### src/rtl/shift_unit_seq_pkg.sv
// Shared definitions for the multi-cycle shifter: operation codes and FSM states.
package shift_pkg;

    localparam logic [1:0] MODE_SLL = 2'b00;
    localparam logic [1:0] MODE_SRL = 2'b01;
    localparam logic [1:0] MODE_SRA = 2'b10;
    localparam logic [1:0] MODE_ROL = 2'b11;

    typedef enum logic [1:0] {
        S_IDLE  = 2'b00,
        S_SHIFT = 2'b01,
        S_DONE  = 2'b10
    } state_t;

endpackage

### src/rtl/shift_unit_seq_step.sv
// Combinational single step: shifts or rotates acc by k (0..STEP) bits.
module shift_step
    import shift_pkg::*;
#(
    parameter int WIDTH = 32,
    parameter int STEP  = 1,
    localparam int KW   = $clog2(STEP + 1)
) (
    input  logic [WIDTH-1:0] acc,
    input  logic [1:0]       mode,
    input  logic [KW-1:0]    k,
    output logic [WIDTH-1:0] res
);

    logic [2*WIDTH-1:0] rot;

    // Rotating the doubled word left leaves the rotated value in the upper half.
    assign rot = {acc, acc} << k;

    always_comb begin
        res = acc;
        case (mode)
            MODE_SLL: res = acc << k;
            MODE_SRL: res = acc >> k;
            MODE_SRA: res = $signed(acc) >>> k;
            MODE_ROL: res = rot[2*WIDTH-1:WIDTH];
            default:  res = acc;
        endcase
    end

endmodule

### src/rtl/shift_unit_seq.sv
// Multi-cycle shifter (SLL/SRL/SRA/ROL), at most STEP bits per cycle, start/busy/valid handshake.
module shift_unit_seq
    import shift_pkg::*;
#(
    parameter int WIDTH   = 32,
    parameter int SHAMT_W = 5,
    parameter int STEP    = 1
) (
    input  logic               clk_i,
    input  logic               rst_i,
    input  logic               start_i,
    input  logic [1:0]         mode_i,
    input  logic [SHAMT_W-1:0] shamt_i,
    input  logic [WIDTH-1:0]   data_i,
    output logic               busy_o,
    output logic               valid_o,
    output logic [WIDTH-1:0]   data_o
);

    localparam int KW = $clog2(STEP + 1);
    localparam logic [SHAMT_W:0] STEP_C = (SHAMT_W + 1)'(STEP);

    state_t             state, state_n;
    logic [WIDTH-1:0]   acc, acc_n, dout_n, step_res;
    logic [1:0]         mode_q, mode_n;
    logic [SHAMT_W-1:0] rem, rem_n;
    logic [SHAMT_W:0]   rem_x;
    logic [KW-1:0]      k;
    logic               last;

    // STEP may equal WIDTH, which does not fit in SHAMT_W bits; compare one bit wider.
    assign rem_x = {1'b0, rem};
    assign last  = (rem_x <= STEP_C);
    assign k     = (rem_x < STEP_C) ? KW'(rem) : KW'(STEP);

    shift_step #(
        .WIDTH (WIDTH),
        .STEP  (STEP)
    ) u_step (
        .acc  (acc),
        .mode (mode_q),
        .k    (k),
        .res  (step_res)
    );

    always_ff @(posedge clk_i) begin
        if (!rst_i) begin
            state  <= S_IDLE;
            acc    <= '0;
            rem    <= '0;
            mode_q <= MODE_SLL;
            data_o <= '0;
        end else begin
            state  <= state_n;
            acc    <= acc_n;
            rem    <= rem_n;
            mode_q <= mode_n;
            data_o <= dout_n;
        end
    end

    always_comb begin
        state_n = state;
        acc_n   = acc;
        rem_n   = rem;
        mode_n  = mode_q;
        dout_n  = data_o;
        case (state)
            S_IDLE, S_DONE: begin
                if (start_i) begin
                    acc_n  = data_i;
                    mode_n = mode_i;
                    rem_n  = shamt_i;
                    // A zero shift completes immediately, so the result is loaded here.
                    if (shamt_i == '0) begin
                        state_n = S_DONE;
                        dout_n  = data_i;
                    end else begin
                        state_n = S_SHIFT;
                    end
                end else begin
                    state_n = S_IDLE;
                end
            end
            S_SHIFT: begin
                acc_n = step_res;
                rem_n = rem - SHAMT_W'(k);
                if (last) begin
                    state_n = S_DONE;
                    dout_n  = step_res;
                end
            end
            default: state_n = S_IDLE;
        endcase
    end

    assign busy_o  = (state == S_SHIFT);
    assign valid_o = (state == S_DONE);

endmodule

### config.mk
export PLATFORM = sky130hd
export DESIGN_NAME = shift_unit_seq
export DESIGN_NICKNAME = d
export VERILOG_FILES = /design/src/rtl/shift_unit_seq_pkg.sv /design/src/rtl/shift_unit_seq_step.sv /design/src/rtl/shift_unit_seq.sv
export SDC_FILE = /design/constraint.sdc
export NUM_CORES = 1
export LEC_CHECK = 0
export ABC_AREA = 1
export CORE_UTILIZATION = 53
export DETAILED_ROUTE_END_ITERATION = 12
export PLACE_DENSITY = 0.8
export RECOVER_POWER = 50
export SKIP_LAST_GASP = 1
export SLEW_MARGIN = 40
export SYNTH_ARGS = -nofsm -noshare
export SYNTH_HDL_FRONTEND = slang
export SYNTH_HIERARCHICAL = 1
export SYNTH_SLANG_ARGS = --single-unit
### constraint.sdc
create_clock -name clk_i -period 1.9 [get_ports clk_i]
set_input_delay 0.57 -clock clk_i [delete_from_list [all_inputs] [get_ports clk_i]]
set_output_delay 0.57 -clock clk_i [all_outputs]
set_load 0.03 [all_outputs]
After elaboration in Yosys (flattened, before gate mapping)
Index checks and enable logic that the tools add are counted.
{"block": "totals", "input_bits": 42, "wordCells": 42, "out_inout_bits": 34, "ff_bits": 73}
{"block": "classes", "n_reduce_logical": 8, "eq_ne": 8, "n_addsub": 1, "shift": 4, "order_cmp": 2, "n_mux": 14}
{"operator": "2-to-1 mux 32 bit", "count": 4}
{"operator": "one-hot mux 32 bit (2 select lines)", "count": 2}
{"operator": "one-hot mux 32 bit (4 select lines)", "count": 1}
{"operator": "<< shifter 64 x 1 -> 64 bit", "count": 1}
{"operator": "<< shifter 32 x 1 -> 32 bit", "count": 1}
{"operator": "right shift 32 x 1 -> 32 bit", "count": 1}
{"operator": ">>> shifter 32 x 1 -> 32 bit", "count": 1}
{"operator": "one-hot mux 5 bit (2 select lines)", "count": 1}
{"operator": "equality test 2 bit (second input constant)", "count": 3}
{"operator": "2-to-1 mux 2 bit", "count": 3}
{"operator": "less-or-equal comparator 5 x 1 -> 1 bit (second input constant)", "count": 1}
{"operator": "logical NOT 5 bit", "count": 1}
{"operator": "less-than comparator 5 x 1 -> 1 bit (second input constant)", "count": 1}
{"operator": "2-to-1 mux 5 bit", "count": 1}
{"operator": "subtractor 5 x 1 -> 5 bit", "count": 1}
{"operator": "equality test 2 x 1 -> 1 bit (second input constant)", "count": 2}
{"operator": "logical NOT 2 bit", "count": 2}
{"operator": "inequality test 2 bit (second input constant)", "count": 2}
{"operator": "one-hot mux 2 bit (2 select lines)", "count": 1}
{"operator": "AND reduction 2 bit", "count": 2}
{"operator": "AND reduction 4 bit", "count": 1}
{"operator": "inequality test 2 x 1 -> 1 bit (second input constant)", "count": 1}
{"operator": "nonzero test 2 bit", "count": 1}
{"operator": "OR reduction 2 bit", "count": 1}
{"operator": "2-to-1 mux 1 bit", "count": 1}

Logic depth before layout (Yosys ltp)
Gate-level depths: netlist (run 1).
{"block": "logic_depth", "depth_word": 6, "mapped_depth": 15, "mapped_depth_nobuf": 13}

By module
Netlist (run 1), hierarchy kept.
{"mod": "shift_unit_seq", "area_each_um2": 3278.1, "n_inst": 1, "seq_area_each_um2": 1461.4, "cells_each": 465}
{"mod": "shift_step", "area_each_um2": 973.4, "n_inst": 1, "seq_area_each_um2": 0.0, "cells_each": 225}

Least setup slack after synthesis (run 1)
Ideal clock, no wire load.
{"block": "synth_timing", "path_kind": "register to register", "from": "register rem[1]", "to": "register data_o[31]", "setup_slack_ns": 0.249, "t_arrival_ns": 1.538, "setup_time_ns": 0.113, "stages_incl_launch_ff": 15, "required_time_ns": 1.787, "path_cell_list": "dfxtp_1 nor2_2 nand2_2 inv_1 nand2_1 buf_2 buf_2 nand2_1 o21ai_0 nand2_1 nand2_1 o21ai_1 nand4_1 nand2_1 nor2_1"}
{"block": "synth_between", "elab_chain_cells": 6, "word_cells_on_any_way": 12}
{"item": "from (decl)", "line": "shift_unit_seq.sv:26", "rtl": "logic [SHAMT_W-1:0] rem, rem_n;"}
{"item": "from (signal assigned)", "line": "shift_unit_seq.sv:56", "rtl": "rem <= rem_n;"}
{"item": "less-than comparator 5 x 1 -> 1 bit (*)", "line": "shift_unit_seq.sv:34", "rtl": "assign k = (rem_x < STEP_C) ? KW'(rem) : KW'(STEP);"}
{"item": "2-to-1 mux 1 bit (*)", "line": "shift_unit_seq.sv:34"}
{"item": "named net k", "line": "shift_unit_seq.sv:28", "rtl": "logic [KW-1:0] k;"}
{"item": "<< shifter 64 x 1 -> 64 bit, or another cell as far along", "line": "shift_unit_seq_step.sv:18", "rtl": "assign rot = {acc, acc} << k;"}
{"item": "one-hot mux 32 bit (4 select lines) (*)", "line": "shift_unit_seq_step.sv:22", "rtl": "case (mode)"}
{"item": "named net step_res[31]", "line": "shift_unit_seq.sv:24", "rtl": "logic [WIDTH-1:0] acc, acc_n, dout_n, step_res;"}
{"item": "2-to-1 mux 32 bit (*)", "line": "shift_unit_seq.sv:88", "rtl": "if (last) begin"}
{"item": "one-hot mux 32 bit (2 select lines) (*)", "line": "shift_unit_seq.sv:68", "rtl": "case (state)"}
{"item": "to (signal assigned)", "line": "shift_unit_seq.sv:58", "rtl": "data_o <= dout_n;"}
{"item": "to (decl)", "line": "shift_unit_seq.sv:17", "rtl": "output logic [WIDTH-1:0] data_o"}
Mark *: on every way through the listed nets, which the timed path passes. The rest lies on a longest branch. The select of a mux whose other input is x is not followed.
A chain may end at the register's enable or synchronous reset.

Worst setup path in the final report (run 1)
{"block": "layout_timing", "from": "register state[1]", "to": "output port valid_o"}
{"block": "layout_between", "elab_chain_cells": 1}
{"item": "from (decl)", "line": "shift_unit_seq.sv:23", "rtl": "state_t state, state_n;"}
{"item": "from (signal assigned)", "line": "shift_unit_seq.sv:54", "rtl": "state <= state_n;"}
{"item": "equality test 2 bit", "line": "shift_unit_seq.sv:98", "rtl": "assign valid_o = (state == S_DONE);"}
{"item": "to (decl)", "line": "shift_unit_seq.sv:16", "rtl": "output logic valid_o,"}
Every way passes these cells.

==> results of run 1 <==
==> worst paths after layout <==
check                     to  slack [ns]
setup / recovery     valid_o        0.09
hold / removal     data_o[3]        0.48
setup reg to reg  data_o[23]        0.13
hold reg to reg    data_o[3]        0.48
==> Yosys cell counts (all sizes together) <==
| master | number | area [µm²] |
|---|---|---|
| ha | 1 | 12.51 |
| nor3 | 1 | 5.000 |
| nand4 | 34 | 212.7 |
| xor2 | 1 | 8.760 |
| nand3 | 57 | 285.3 |
| nand2 | 210 | 830.8 |
| clkbuf | 18 | 67.56 |
| a21oi | 38 | 190.2 |
| inv | 80 | 300.3 |
| buf | 29 | 220.2 |
| dfxtp | 73 | 1461 |
| o211ai | 1 | 7.510 |
| o21ai | 70 | 350.3 |
| nor2 | 77 | 299.0 |
==> through the flow <==
step           instances  setup slack (ns)  total power [mW]
2_1_floorplan        690            0.2488             3.074
3_3_place_gp         841          -0.03558             3.523
3_5_place_dp         841           -0.1076             3.560
4_1_cts              856           0.05088             4.689
5_1_grt              856          -0.02841             5.025
6_report             856           0.08813             4.723
==> registers in the layout, indices dropped and copies added (netlist names) <==
name    cells
acc        32
state       2
rem         5
mode_q      2
data_o     32
==> cell type report <==
class,count,area (µm²)
inverters,80,300.3
flip-flops and latches,73,1464
repair buffers,96,954.7
clock buffers,9,123.9
clock inverters,6,60.06
multi-input cells,490,2233
fillers,713,2464
well taps,102,127.6
==> power breakdown <==
part / switching (mW) / total, mW / internal (mW)
sequential: 0.117 / 1.83 / 1.71
combinational: 1.08 / 1.71 / 0.630
clock: 0.588 / 1.18 / 0.592
total: 1.79 / 4.72 / 2.93
==> layout by cell type (no fill, tap or decap), types with 6 or more instances in the layout <==
cell,n
dlygate4sd2_1,33
buf_4,12
o21ai_0,37
clkdlybuf4s50_1,39
dfxtp_1,71
nand2_2,6
inv_1,75
clkbuf_8,9
nand2_1,200
buf_12,7
nand3_1,57
nand4_1,34
a21oi_1,38
nor2_1,75
o21ai_1,29
==> repair_timing <==
item | in CTS | in global routing
pin swaps | 0 | 1
buffers inserted | 0 | 0
hold endpoints to repair | 0 | 0
gates cloned | 0 | 0
resized for setup | 33 | 13
setup endpoints to repair | 33 | 38
hold buffers | 0 | 0
==> cells by family (layout without fill, tap and decap cells) <==
logic type               count (synthesis)  count (layout)  share of synthesized area
AND/OR/NAND/NOR                        379             379                     0.3840
AO/OA/AOI/OAI                          109             109                     0.1289
adder cells (fa/ha/maj)                  1               1                   0.002942
flip-flops                              73              73                     0.3437
buffers and inverters                  127             191                     0.1383
XOR/XNOR                                 1               1                   0.002060
==> per-layer routing <==
| metal | vias up | wire length [µm] |
|---|---|---|
| met5 | - | 0 |
| li1 | 2323 | - |
| met1 | 2025 | 4679 |
| met4 | 0 | 138 |
| met2 | 182 | 4839 |
| met3 | 18 | 653 |
==> worst reg2reg max path, cell delays in order, from the launching register on <==
cell and delay (ns):
dfxtp_2 0.34, nor2_4 0.13, nand2_2 0.09, inv_2 0.08, nand2_2 0.09, buf_4 0.20
nand2_1 0.07, inv_1 0.05, nand3_1 0.07, nand3_1 0.11, o21ai_1 0.22, nand4_1 0.11
nand2_1 0.07, nor2_1 0.04
==> flow_summary.ini, run 1 <==
[outcome]
status = completed

[sta]
finalSetupTns_ns = 0
max_freq_ghz = 0.5519
max_slew.worst_pin.slew_ns = 0.3711
hold_viol = 0
setup_viol = 0
maxSlewHeadroom = 0.7526
finClkSkew_ns = 0.006691
timing.final.crit_share = 0.9536
post-route-min-period_ns = 1.812
rsz0062_at_grt = true
whs_ns = 0.4791
slew_viol_final = 0

[pwr]
p_leak_nw = 2.746
power_density_nw_per_um2 = 897.3
vdd_drop_max_mv = 0.4395

[setup_path]
crit_cells = 3
startpoint_type = flop
crit_chain = inv_1 -> nor2_1 -> dlygate4sd2_1
startpoint = state[1]
cp_slowest_cell = dlygate4sd2_1
critPathRequiredTime_ns = 1.33
crit_buf_inv = 2
ff2ff_path_depth = 13
end_kind = primary output
reg2reg_from = rem[1]
crit_type = reg -> out
critPathMaxStageDelay_ns = 0.41
critical_path.top_delay_family = buffers and inverters
cp_max_fo = 2
worstPathArrival_ns = 1.24

[synthesis]
netlist_area_um2 = 4252
yosysWarnings = 6
yosys_register_bits = 73
syn-num-nets = 733
ys_seq_area_frac = 0.3437
yosysUniqueCellTypes = 22
syn-instance-count = 690
syn_area_per_cell_um2 = 6.162

[global_routing]
track_usage = 0.2549
grtUsageMet1 = 0.3245
grt_util_met2 = 0.4311
grt_pass1_vias = 3999
overflow = 0
busiest_layer = met2
grt_max_degree = 43
antenna_found_initial = 0
grt_pass1_wl_um = 17620
grt_util_met3 = 0.04104

[route]
wire_per_inst_um = 12.04
ant_nets = 0
vias = 4548
drcViolationCount = 0
first_iter_violations = 301
wirelength_um = 10310
firstDrtPassIters = 7
viasPerCell = 5.313

[clocking]
cts_root_buf = clkbuf_8
numCtsBuffers = 9
clock_latency_ns = 0.35
clkSlewWorstSetupHoldPaths_ns = 0.08
clock_path_buffers = 2
clkSinkCount = 73
htree_levels = 3
cts_tree = done

[placed_design]
portBuffers = 75
dpl_cell_area_um2 = 5080
gp_congestion = 0.8538
dp.final_hpwl_um = 7060

[layout]
antenna_cells = 0
drive_gt1_frac = 0.07958
finish.utilization = 0.6812
finalNetCount = 793
areaGrowthSynthToFinish_pct = 23.81
final_cell_area_um2 = 5264

[die]
design.die.area_um2 = 8384
die_h_um = 91.57
ioPinCount = 76
start_util = 0.5502
placementRows = 32
die_w_um = 91.57
core_um2 = 7727

[worst_hold_path]
holdPathStages = 2
worstHoldStart = data_o[3]
hold_class = reg -> reg

[job]
cap_viol_max_count = 0
No activity file was read; power rests on OpenSTA's default activity.
==> run 2: changes to the inputs <==
- PLACE_DENSITY: 0.8 -> 0.88
==> run 2 against run 1 <==
Clock-buffer cell count increased by 1. Maximum frequency is 0.35% lower. Final area increased by 2.7%. Critical path type is now reg -> reg.
==> flow_summary.ini, run 2 (synthesized netlist as in run 1, its figures left out) <==
[die]
placementRows = 32
ioPinCount = 76
die_h_um = 91.57
start_util = 0.5502
core_um2 = 7727
die_w_um = 91.57
design.die.area_um2 = 8384

[sta]
finalSetupTns_ns = 0
slew_viol_final = 0
maxSlewHeadroom = 0.6944
max_slew.worst_pin.slew_ns = 0.4584
setup_viol = 0
timing.final.crit_share = 0.9569
post-route-min-period_ns = 1.818
max_freq_ghz = 0.5500
setup_slack_ns = 0.08181
hold_viol = 0
finClkSkew_ns = 0.01130

[placed_design]
gp_congestion = 0.8478
portBuffers = 75
dp_slack_ns = -0.1008
dp.final_hpwl_um = 7244
dpl_cell_area_um2 = 5087

[layout]
finish.utilization = 0.6995
antenna_cells = 0
top_regs = acc x32, data_o x32, rem x5
final_common_cell = nand2_1
finalNetCount = 799
drive_gt1_frac = 0.09330
final_cell_area_um2 = 5405
layout_common_cells = 202 x nand2_1, 75 x nor2_1, 74 x inv_1
areaGrowthSynthToFinish_pct = 27.13

[clocking]
cts_root_buf = clkbuf_8
clkSinkCount = 73
numCtsBuffers = 9
clkSlewWorstSetupHoldPaths_ns = 0.09
cts_tree = done
clock_path_buffers = 2
postCtsHoldBufs = 0
htree_levels = 3
clock_latency_ns = 0.35

[setup_path]
end_kind = flop
critPathRequiredTime_ns = 2.16
crit_type = reg -> reg
startpoint_type = flop
cp_max_fo = 6
reg2reg_slack_ns = 0.08
worstPathArrival_ns = 2.08

[global_routing]
grt_pass1_vias = 4314
overflow = 0
antenna_found_initial = 0
grt_pass1_wl_um = 18430
grt_max_degree = 65
track_usage = 0.2664

[route]
vias = 4767
first_iter_violations = 366
viasPerCell = 5.524
firstDrtPassIters = 5
ant_nets = 0
wire_per_inst_um = 13.05
drcViolationCount = 0
wirelength_um = 11260

[pwr]
seqPwrFrac = 0.351
vdd_drop_max_mv = 0.5140
p_leak_nw = 2.815
combPwrFrac = 0.353
intPower_mw = 3.312
netSwitchingFraction = 0.3653
power_density_nw_per_um2 = 965.4
switchingPower_mw = 1.906
clkPwrFrac = 0.296

[worst_hold_path]
hold_class = reg -> reg

[outcome]
status = completed

[job]
cap_viol_max_count = 0
## run 2: changes by cell type in the layout (fill, tap and decap cells not counted), moves of 3 or more
| cell | before | now |
|---|---|---|
| o21ai_2 | 4 | 8 |
| o21ai_1 | 29 | 23 |
| buf_4 | 12 | 17 |
| nand2_2 | 6 | 3 |
## run 2: critical path, stage by stage, from the launching register on
cell,delay [ns]
dfxtp_2,0.37
nor2_4,0.06
nand2_2,0.07
inv_2,0.05
nand2_4,0.13
clkinvlp_4,0.23
buf_4,0.22
nand2_1,0.06
nand3_1,0.08
o21ai_1,0.21
nand4_1,0.12
nand2_1,0.08
nor2_1,0.04
## run 2: cell type report
class | count | area [µm²]
fillers | 653 | 2322
multi-input cells | 490 | 2248
flip-flops and latches | 73 | 1465
repair buffers | 101 | 1002
inverters | 80 | 304.0
clock buffers | 10 | 137.6
well taps | 102 | 127.6
clock inverters | 6 | 112.6
repair inverters | 1 | 7.507
## run 2: path summary, 6_finish.rpt
check	startpoint	to	cells past startpoint
hold reg to reg	data_o[3]	data_o[3]	2
setup / recovery	rem[1]	data_o[16]	12
setup reg to reg	rem[1]	data_o[16]	12
hold / removal	data_o[3]	data_o[3]	2
## run 2: layer usage
layer / global-route usage / wire, µm / share of wire
met2: 0.4731 / 5559 / 0.49
met5: 0 / 0 / 0
met3: 0.04104 / 874 / 0.078
met4: 0.1005 / 180 / 0.016
met1: 0.3213 / 4643 / 0.41
## run 2: power by group through the flow
stage	logic, mW	clock network (mW)	registers (mW)
after floorplan	1.10	0	1.97
after detailed placement	1.71	0	1.86
after CTS	1.70	1.55	1.83
final	1.84	1.55	1.83
after global routing	2.02	1.61	1.86
after global placement	1.66	0	1.85
## run 2: stage by stage
| stage | cells | total power, mW | hold slack (ns) |
|---|---|---|---|
| after floorplan | 690 | 3.074 | 0.4696 |
| after global placement | 842 | 3.516 | 0.4640 |
| after detailed placement | 842 | 3.575 | 0.4750 |
| after CTS | 860 | 5.071 | 0.4865 |
| after global routing | 863 | 5.488 | 0.5125 |
| final | 863 | 5.218 | 0.4826 |
## run 2: timing repair
item,CTS,global route
cloned,0,2
gates resized for setup,34,20
pin swaps,0,0
buffers inserted,2,1
setup endpoints to repair,48,45
==> run 3: changes to the inputs <==
- ABC_AREA: 1 -> not set
- CORE_UTILIZATION: 53 -> 52
==> run 3 against run 2 <==
The flow now finishes with violations (negative setup slack). Non-clock buffer count is 7 higher. Synthesized cell count down 40%. Sequential power is 3% higher. Clock skew up 0.0011 ns. Wire length decreased by 9.0%.
==> flow_summary.ini, run 3 <==
[layout]
drive_gt1_frac = 0.1195
areaGrowthSynthToFinish_pct = 30.50
n_fill_cell = 516
final_common_cell = dfxtp_1
top_regs = acc x32, data_o x32, rem x5
final_cell_area_um2 = 5016
antenna_cells = 0
finalNetCount = 540
layout_common_cells = 70 x dfxtp_1, 64 x o211a_1, 62 x mux2i_1

[setup_path]
ff2ff_path_depth = 8
crit_chain = dlygate4sd2_1 -> or4_4 -> nor3_4 -> buf_6 -> or2_4 -> buf_6 -> buf_16 -> o211a_1
startpoint = shamt_i[1]
reg2reg_from = rem[2]
reg2reg_slack_ns = 0.06
cpMostUsedCell = buf_6
cp_max_fo = 4
worstPathArrival_ns = 2.20
worstReg2RegEnd = data_o[0]
crit_type = in -> reg
cp_slowest_cell = or4_4
critical_path.top_delay_family = simple AND/OR/NAND/NOR gates
end_kind = flop
cp-endpoint = data_o[10]
crit_cells = 8
critPathRequiredTime_ns = 2.20
startpoint_type = primary input
crit_buf_inv = 4
critPathMaxStageDelay_ns = 0.51

[die]
die_h_um = 87.98
die_w_um = 87.98
design.die.area_um2 = 7740
ioPinCount = 76
core_um2 = 6982
start_util = 0.5505
placementRows = 30

[pwr]
combPwrFrac = 0.344
vdd_drop_max_mv = 0.6821
p_leak_nw = 2.789
seqPwrFrac = 0.409
netSwitchingFraction = 0.3587
clkPwrFrac = 0.247
intPower_mw = 2.958
power.total_mw = 4.613
power_density_nw_per_um2 = 919.7
switchingPower_mw = 1.655

[route]
wirelength_um = 10250
first_iter_violations = 211
firstDrtPassIters = 4
drcViolationCount = 0
vias = 3504
ant_nets = 0
wire_per_inst_um = 17.14
viasPerCell = 5.860

[global_routing]
antenna_found_initial = 0
grt_pass1_wl_um = 16210
track_usage = 0.2710
grt_pass1_vias = 3360
overflow = 0
grt_max_degree = 74

[sta]
max_freq_ghz = 0.5245
hold_viol = 0
setup_viol = 1
whs_ns = 0.4982
rsz0062_at_grt = true
slew_viol_final = 0
timing.final.crit_share = 1.003
setup_slack_ns = -0.006503
max_slew.worst_pin.slew_ns = 0.3307
post-route-min-period_ns = 1.907
finClkSkew_ns = 0.01240
maxSlewHeadroom = 0.7775

[synthesis]
syn_area_per_cell_um2 = 9.217
synth_edf_count = 0
synthMostInstantiatedCell = dfxtp_1
netlist_area_um2 = 3844
async_flop_share = 0
yosys_register_bits = 73
syn-num-nets = 460
ys_seq_area_frac = 0.3802
synth.top_cell.area_share = 0.3802
synth_flop_cell = dfxtp_1
syn-instance-count = 417
synth_common_cells = 73 x dfxtp_1, 64 x o211a_1, 62 x mux2i_1, 41 x nand2_1, 35 x nor2_1
synth_area_leaders = dfxtp_1 38%, o211a_1 17%, mux2i_1 16%, o21ai_0 4.3%, nand2_1 4.0%
yosysUniqueCellTypes = 36
yosysTopAreaCell = dfxtp_1
yosysWarnings = 6

[placed_design]
dp.final_hpwl_um = 6356
portBuffers = 75
dpl_cell_area_um2 = 4763
gp_congestion = 0.8415

[clocking]
clkSlewWorstSetupHoldPaths_ns = 0.08
clkSinkCount = 73
postCtsHoldBufs = 0
numCtsBuffers = 9
clock_latency_ns = 0.35
cts_root_buf = clkbuf_8
cts_tree = done
clock_path_buffers = 2
htree_levels = 3

[outcome]
violations = negative setup slack
status = finished with violations

[job]
cap_viol_max_count = 0

[worst_hold_path]
hold_class = reg -> reg
==> run 3: cell types whose count changed after synthesis, moves of 30 or more <==
cell,change
inv_1,-74
nand4_1,-34
nand3_1,-56
mux2i_1,+62
nor2_1,-40
o21ai_1,-30
o211a_1,+64
nand2_1,-160
==> run 3: worst min-delay path by stage <==
stage	startpoint	endpoint	slack, ns	cells past startpoint
floorplan	mode_q[0]	mode_q[0]	0.49	2
global placement	data_o[5]	data_o[5]	0.48	1
detailed placement	data_o[28]	data_o[28]	0.49	1
CTS	data_o[16]	data_o[16]	0.51	1
global route	data_o[10]	data_o[10]	0.50	1
finish	data_o[10]	data_o[10]	0.50	1
==> run 3: area by class of cell <==
cell class              instances  area [µm²]  share of cell area
clock buffers                  11       141.4             0.02819
clock inverters                 5       37.54            0.007483
inverters                       3       11.26            0.002245
multi-input cells             302        2181              0.4348
flip-flops and latches         73        1465              0.2921
well taps                      96       120.1             0.02395
repair buffers                108        1060              0.2113
==> run 3: per-stage QoR <==
step	setup WS, ns	utilization	TNS (ns)	instances
5_1_grt	-0.02704	0.7185	-0.07120	598
2_1_floorplan	0.05911	-	0	417
4_1_cts	0.008039	0.7125	0	596
3_3_place_gp	-0.3890	0.6823	-15.02	575
6_report	-0.006503	0.7185	-0.006503	598
3_5_place_dp	-0.4434	0.6823	-16.08	575
==> run 3: kinds of logic after synthesis <==
family	count (synthesis)	synth area share
flip-flops	73	0.3802
XOR/XNOR	1	0.004233
AO/OA/AOI/OAI	142	0.2783
multiplexers	63	0.1644
buffers and inverters	42	0.05957
adder cells (fa/ha/maj)	1	0.003255
AND/OR/NAND/NOR	95	0.1100
==> run 3: timing repair <==
item                                    in CTS  in global routing
gates cloned                                 3                  0
endpoints found under the setup margin      66                 45
setup buffers                                2                  4
resized for setup                           44                 18
endpoints found under the hold margin        0                  0
pin swaps                                    0                  5
==> run 3: layer usage <==
metal / track usage / up-vias / share of wire
met5: 0 / - / 0
met4: 0.1550 / 0 / 0.030
met3: 0.04618 / 24 / 0.045
met2: 0.4651 / 108 / 0.50
met1: 0.3193 / 1688 / 0.42
li1: - / 1684 / -
==> run 3: power groups by stage <==
stage          registers (mW)  clock network [mW]  logic [mW]
2_1_floorplan            2.02                   0       0.935
3_3_place_gp             1.90                   0        1.49
3_5_place_dp             1.91                   0        1.54
4_1_cts                  1.88                1.14        1.54
5_1_grt                  1.91                1.22        1.72
6_report                 1.88                1.14        1.59
